$ cat config.mk
export PLATFORM = sky130hd
export DESIGN_NAME = vga_pixel_fetch_flat
export DESIGN_NICKNAME = d
export VERILOG_FILES = /design/src/rtl/vga_pixel_fetch_if.sv /design/src/rtl/vga_pixel_fetch.sv /design/src/flat_wrapper.sv
export SDC_FILE = /design/constraint.sdc
export NUM_CORES = 1
export LEC_CHECK = 0
export CAP_MARGIN = 5
export CORE_UTILIZATION = 35
export DETAILED_ROUTE_END_ITERATION = 8
export DONT_BUFFER_PORTS = 1
export SYNTH_ARGS = -nofsm -noshare
export SYNTH_HDL_FRONTEND = slang
export SYNTH_SLANG_ARGS = --single-unit
$ cat constraint.sdc
create_clock -name CLK -period 3.2 [get_ports CLK]
set_input_delay 0.64 -clock CLK [delete_from_list [all_inputs] [get_ports CLK]]
set_output_delay 0.64 -clock CLK [all_outputs]
set_load 0.02 [all_outputs]
$ cat src/rtl/vga_pixel_fetch_if.sv
// Pixel-fetch bus: pointer-stage stream in, shared ROM address/data, RGB and syncs out.
// The pixel-fetch stage connects through the slave modport; its upstream/ROM/DAC side uses master.
interface vga_pixel_fetch_if #(
  parameter int ADDR_W = 19,
  parameter int PIX_W  = 8
);
  logic [ADDR_W-1:0] ROMAddrIn;
  logic [1:0]        ROMCSIn;
  logic              HSyncIn;
  logic              VSyncIn;
  logic              VideoOnIn;
  logic [ADDR_W-1:0] RomAddr;
  logic [PIX_W-1:0]  BgData;
  logic [PIX_W-1:0]  DigData;
  logic [PIX_W-1:0]  IndData;
  logic [PIX_W-1:0]  RGB;
  logic              HSyncOut;
  logic              VSyncOut;

  modport slave (
    input  ROMAddrIn, ROMCSIn, HSyncIn, VSyncIn, VideoOnIn,
    input  BgData, DigData, IndData,
    output RomAddr, RGB, HSyncOut, VSyncOut
  );

  modport master (
    output ROMAddrIn, ROMCSIn, HSyncIn, VSyncIn, VideoOnIn,
    output BgData, DigData, IndData,
    input  RomAddr, RGB, HSyncOut, VSyncOut
  );
endinterface

$ cat src/rtl/vga_pixel_fetch.sv
// vga_pixel_fetch: registers the pointer-stage ROM address onto the shared ROM bus,
// selects background/digit/indicator data into a 3-3-2 RGB pixel three clocks later,
// and delays the syncs four clocks so they line up with RGB. The indicator region
// blinks at a frame-counted rate while the chrono alarm rings.
// Optional feature: define TEST_PATTERN_EN to add the TestPattern input and a
// colour-bar generator that replaces the ROM pixel while TestPattern is high.
module vga_pixel_fetch #(
  parameter int         ADDR_W       = 19,
  parameter int         PIX_W        = 8,
  parameter int         BLINK_FRAMES = 30,
  parameter logic [7:0] BLINK_COLOR  = 8'h00
) (
  input  logic CLK,
  input  logic RESET,
  input  logic RingIn,
`ifdef TEST_PATTERN_EN
  input  logic TestPattern,
`endif
  vga_pixel_fetch_if.slave bus
);

  typedef enum logic {
    PhaseOn  = 1'b0,
    PhaseOff = 1'b1
  } blinkPhase_t;

  localparam logic [7:0] LastFrame = 8'(BLINK_FRAMES - 1);

  logic [ADDR_W-1:0] romAddrQ;
  logic [1:0]        cs1;
  logic [1:0]        cs2;
  logic [3:0]        hsPipe;
  logic [3:0]        vsPipe;
  logic [2:0]        vidPipe;
  logic [PIX_W-1:0]  rgbQ;
  logic [PIX_W-1:0]  romPixel;
  logic [PIX_W-1:0]  pixelNext;

  logic              frameEvent;
  logic              ringQ;
  logic              ringNext;
  logic [7:0]        frameCnt;
  logic [7:0]        frameCntNext;
  blinkPhase_t       phase;
  blinkPhase_t       phaseNext;

  // vsPipe[0] is the previous VSyncIn, so this is a one-clock pulse on its falling edge
  assign frameEvent = vsPipe[0] & ~bus.VSyncIn;

  // Address/chip-select pipe (S1, S2) and the sync/video delay lines; bit 0 is the newest sample.
  // Video-on only needs three stages here because the RGB register itself is the fourth.
  always_ff @(posedge CLK) begin
    if (RESET) begin
      romAddrQ <= '0;
      cs1      <= '0;
      cs2      <= '0;
      hsPipe   <= '1;
      vsPipe   <= '1;
      vidPipe  <= '0;
    end else begin
      romAddrQ <= bus.ROMAddrIn;
      cs1      <= bus.ROMCSIn;
      cs2      <= cs1;
      hsPipe   <= {hsPipe[2:0], bus.HSyncIn};
      vsPipe   <= {vsPipe[2:0], bus.VSyncIn};
      vidPipe  <= {vidPipe[1:0], bus.VideoOnIn};
    end
  end

  // Blink state register: alarm level, frame counter and on/off phase
  always_ff @(posedge CLK) begin
    if (RESET) begin
      ringQ    <= 1'b0;
      frameCnt <= '0;
      phase    <= PhaseOn;
    end else begin
      ringQ    <= ringNext;
      frameCnt <= frameCntNext;
      phase    <= phaseNext;
    end
  end

  // Blink next-state: only frame boundaries move anything, and the alarm stopping
  // forces the phase back on so the next ring always starts with a visible indicator
  always_comb begin
    ringNext     = ringQ;
    frameCntNext = frameCnt;
    phaseNext    = phase;
    if (frameEvent) begin
      ringNext = RingIn;
      if (ringQ && !RingIn) begin
        frameCntNext = '0;
        phaseNext    = PhaseOn;
      end else if (frameCnt >= LastFrame) begin
        frameCntNext = '0;
        phaseNext    = (phase == PhaseOn) ? PhaseOff : PhaseOn;
      end else begin
        frameCntNext = frameCnt + 8'd1;
      end
    end
  end

`ifdef TEST_PATTERN_EN
  logic [9:0]       barCnt;
  logic [PIX_W-1:0] barColor;

  // Bar counter restarts on every blanked pixel so each line starts at bar 0
  always_ff @(posedge CLK) begin
    if (RESET) begin
      barCnt <= '0;
    end else if (!vidPipe[2]) begin
      barCnt <= '0;
    end else begin
      barCnt <= barCnt + 10'd1;
    end
  end

  // Eight 128-pixel colour bars
  always_comb begin
    barColor = '0;
    case (barCnt[9:7])
      3'd0:    barColor = PIX_W'(8'hFF);
      3'd1:    barColor = PIX_W'(8'hFC);
      3'd2:    barColor = PIX_W'(8'h1F);
      3'd3:    barColor = PIX_W'(8'h1C);
      3'd4:    barColor = PIX_W'(8'hE3);
      3'd5:    barColor = PIX_W'(8'hE0);
      3'd6:    barColor = PIX_W'(8'h03);
      default: barColor = PIX_W'(8'h00);
    endcase
  end
`endif

  // S3 pixel select: ROM mux on the stage-2 chip select, optional test bars, then blanking
  always_comb begin
    romPixel = '0;
    case (cs2)
      2'b00:   romPixel = bus.BgData;
      2'b01:   romPixel = bus.DigData;
      2'b11:   romPixel = (ringQ && (phase == PhaseOff)) ? PIX_W'(BLINK_COLOR) : bus.IndData;
      default: romPixel = '0;
    endcase
    pixelNext = romPixel;
`ifdef TEST_PATTERN_EN
    if (TestPattern) begin
      pixelNext = barColor;
    end
`endif
    if (!vidPipe[2]) begin
      pixelNext = '0;
    end
  end

  // S3 output register
  always_ff @(posedge CLK) begin
    if (RESET) begin
      rgbQ <= '0;
    end else begin
      rgbQ <= pixelNext;
    end
  end

  assign bus.RomAddr  = romAddrQ;
  assign bus.RGB      = rgbQ;
  assign bus.HSyncOut = hsPipe[3];
  assign bus.VSyncOut = vsPipe[3];

endmodule
$ cat src/flat_wrapper.sv
// flat-port wrapper written by rule: the top's interface ports become plain ports
module vga_pixel_fetch_flat 
#(
  parameter int         ADDR_W       = 19,
  parameter int         PIX_W        = 8,
  parameter int         BLINK_FRAMES = 30,
  parameter logic [7:0] BLINK_COLOR  = 8'h00
)
  (CLK, RESET, RingIn, bus_ROMAddrIn, bus_ROMCSIn, bus_HSyncIn, bus_VSyncIn, bus_VideoOnIn, bus_BgData, bus_DigData, bus_IndData, bus_RomAddr, bus_RGB, bus_HSyncOut, bus_VSyncOut);
  vga_pixel_fetch_if #(.ADDR_W(ADDR_W), .PIX_W(PIX_W)) bus_i ();
  input  logic CLK;
  input  logic RESET;
  input  logic RingIn;
  input wire logic [$bits(bus_i.ROMAddrIn)-1:0] bus_ROMAddrIn;
  input wire logic [$bits(bus_i.ROMCSIn)-1:0] bus_ROMCSIn;
  input wire logic [$bits(bus_i.HSyncIn)-1:0] bus_HSyncIn;
  input wire logic [$bits(bus_i.VSyncIn)-1:0] bus_VSyncIn;
  input wire logic [$bits(bus_i.VideoOnIn)-1:0] bus_VideoOnIn;
  input wire logic [$bits(bus_i.BgData)-1:0] bus_BgData;
  input wire logic [$bits(bus_i.DigData)-1:0] bus_DigData;
  input wire logic [$bits(bus_i.IndData)-1:0] bus_IndData;
  output wire logic [$bits(bus_i.RomAddr)-1:0] bus_RomAddr;
  output wire logic [$bits(bus_i.RGB)-1:0] bus_RGB;
  output wire logic [$bits(bus_i.HSyncOut)-1:0] bus_HSyncOut;
  output wire logic [$bits(bus_i.VSyncOut)-1:0] bus_VSyncOut;
  assign bus_i.ROMAddrIn = bus_ROMAddrIn;
  assign bus_i.ROMCSIn = bus_ROMCSIn;
  assign bus_i.HSyncIn = bus_HSyncIn;
  assign bus_i.VSyncIn = bus_VSyncIn;
  assign bus_i.VideoOnIn = bus_VideoOnIn;
  assign bus_i.BgData = bus_BgData;
  assign bus_i.DigData = bus_DigData;
  assign bus_i.IndData = bus_IndData;
  assign bus_RomAddr = bus_i.RomAddr;
  assign bus_RGB = bus_i.RGB;
  assign bus_HSyncOut = bus_i.HSyncOut;
  assign bus_VSyncOut = bus_i.VSyncOut;
  vga_pixel_fetch #(.ADDR_W(ADDR_W), .PIX_W(PIX_W), .BLINK_FRAMES(BLINK_FRAMES), .BLINK_COLOR(BLINK_COLOR)) u_core (.CLK(CLK), .RESET(RESET), .RingIn(RingIn), .bus(bus_i));
endmodule
==> flow_summary.json <==
{
  "syn_nets": 227,
  "initial_core_util": 0.373,
  "design.die.area_um2": 5450,
  "drive_gt1_frac": 0.138,
  "grtUsageMet2": 0.200,
  "multi_input_area_um2": 718,
  "syn_area_per_cell_um2": 10.4,
  "drt_iter0_markers": 59,
  "die_w_um": 73.8,
  "ios": 80,
  "critPathMaxFanout": 10,
  "fin_ws_ps": 1750,
  "post-route-period-util": 0.453,
  "synth.area.top_cells": "dfxtp_1 58%, nor2b_1 9.3%, nor2_1 4.6%",
  "ir_drop_mv": 0.277,
  "gr-total-overflow": 0,
  "grt_max_degree": 40,
  "cts_hold_buf": 0,
  "core_um2": 4850,
  "use_met3": 0.0357,
  "fillers": 487,
  "grt_setup_unrepaired": "false",
  "gp_congestion": 0.674,
  "synth_top_area_frac": 0.576,
  "status": "complete, no violations",
  "post-route-drc-count": 0,
  "synth_seq_cells": 52,
  "drt-total-wl_mm": 3.06,
  "area_growth_pct": 9.14,
  "cts_tree": "done",
  "period_needed_ps": 1450,
  "crit_arrival_ps": 1680,
  "max_freq_ghz": 0.689,
  "grt_pass1_wl_mm": 4.36,
  "required_ps": 3430,
  "setup_violations": 0,
  "hpwl_mm": 2.22,
  "clock_sinks": 52,
  "ys_seq_area_frac": 0.576,
  "n_antenna_cell": 0,
  "ant_nets": 0,
  "netlist_area_um2": 1810,
  "cts_resized": 0,
  "cts_buffer_depth": 2,
  "viasPerCell": 4.75,
  "top_usage_layer": "met2",
  "syn_inst": 173,
  "slew_viol_final": 0,
  "use_met1": 0.106,
  "rows": 25,
  "post-cts-setup-buffer-count": 0,
  "crit_type": "flop to flop",
  "clock_latency_ps": 290,
  "power.density_nw_per_um2": 614,
  "relSlewSlack": 0.623,
  "synth_cell_types": 32,
  "antenna_found_initial": 0,
  "p_leak_uw": 0.000758,
  "wl_per_cell_um": 12.7,
  "dr.pass1.iters": 4,
  "die_y_um": 73.8,
  "cts_buffers": 5,
  "cap_violations": 0,
  "vias": 1144,
  "p_total_uw": 1210,
  "grt_usage": 0.106,
  "pre_cts_slack_ps": 1750,
  "endpoint_kind": "flop",
  "yosysTopAreaCell": "dfxtp_1",
  "numPortBuffers": 0,
  "start_kind": "flop",
  "hold_path_class": "flop to flop",
  "clk_pin_slew_worst_paths_ps": 90,
  "timing_hold_violations_final": 0,
  "root_buffer": "clkbuf_8",
  "skew_ps": 4.48,
  "nets": 227,
  "seq_area_um2": 1040,
  "grt_pass1_vias": 1027,
  "setup_tns_ps": 0,
  "max_slew.worst_pin.slew_ps": 565,
  "yosysWarnings": 0,
  "cts_max_level": 2
}
[Yosys cell counts]
library cell / count
mux2i_1: 8
nand4_1: 1
and2_1: 1
and4_1: 1
nand2b_1: 3
buf_4: 1
and3_1: 2
o211ai_2: 1
nor2b_4: 1
a21oi_1: 10
nor2_2: 1
nor2b_1: 27
xor2_1: 2
a21o_4: 1
dfxtp_1: 52
buf_6: 1
buf_2: 2
nor2_1: 22
ha_1: 3
clkbuf_1: 3
a41o_1: 1
or2_2: 8
or2b_1: 1
inv_1: 2
a21oi_2: 3
nor3_2: 1
a32oi_1: 1
nand2_1: 8
a41oi_1: 1
nand3b_1: 1
nand3_1: 1
xnor2_1: 2
[kinds of logic (layout without fill, tap and decap cells)]
kind of cell | Yosys count | count (layout) | synth area share
DFF | 52 | 52 | 0.576
adders and majority gates | 3 | 3 | 0.0208
and+or+nand+nor | 79 | 79 | 0.240
buffers and inverters | 9 | 10 | 0.0263
AOI/OAI and AO/OA | 18 | 18 | 0.0727
muxes | 8 | 8 | 0.0443
xor gates and xnor gates | 4 | 4 | 0.0194
[layer usage]
| metal | wire [um] | share of wire |
|---|---|---|
| met4 | 43 | 0.014 |
| met2 | 1560 | 0.51 |
| met1 | 1220 | 0.40 |
| met5 | 0 | 0 |
| met3 | 230 | 0.075 |
[stage by stage]
stage	hold WS, ps	utilization	cell area [um2]	cells
after floorplan	389	-	1810	173
after global placement	395	0.382	1850	233
after detailed placement	397	0.382	1850	233
after CTS	400	0.407	1970	241
after global routing	388	0.407	1970	241
final	409	0.407	1970	241
[cell type report]
cell class                      count  share of cell area
Clock buffer                        6              0.0419
Clock inverter                      2              0.0197
Multi-Input combinational cell    112               0.364
Inverter                            2             0.00381
Tap cell                           67              0.0425
Sequential cell                    52               0.528
[worst max-delay path, stage by stage (launching register included)]
cell,delay [ps]
dfxtp_1,690
nand2_1,130
a21oi_2,350
a21oi_1,130
nor2_1,90
[worst paths after layout]
path / startpoint / end / slack (ps) / cells past startpoint
min: u_core.hsPipe[0] / u_core.hsPipe[1] / 410 / 1
min reg2reg: u_core.hsPipe[0] / u_core.hsPipe[1] / 410 / 1
max: u_core.cs2[0] / u_core.bus.RGB[2] / 1750 / 4
max reg2reg: u_core.cs2[0] / u_core.bus.RGB[2] / 1750 / 4
[layout by cell type (no fill, tap or decap), drive strengths merged, types with 2 or more instances in the layout]
master	count
dfxtp	52
nor2b	28
nor2	23
a21oi	13
or2	8
nand2	8
mux2i	8
clkbuf	6
nand2b	3
ha	3
inv	2
and3	2
xnor2	2
xor2	2
[where the power goes]
group	total (uW)	internal, uW	switching [uW]
logic	49.2	27.3	21.9
clock network	460	256	204
registers	701	671	30.5
[sequential cells by signal (all words and copies together) (netlist names)]
name                flops
u_core.bus.RGB          8
u_core.bus.RomAddr     19
u_core.cs1              2
u_core.cs2              2
u_core.frameCnt         8
u_core.hsPipe           4
u_core.phase            1
u_core.ringQ            1
u_core.vidPipe          3
u_core.vsPipe           4
(Power assumes the default switching activity.)
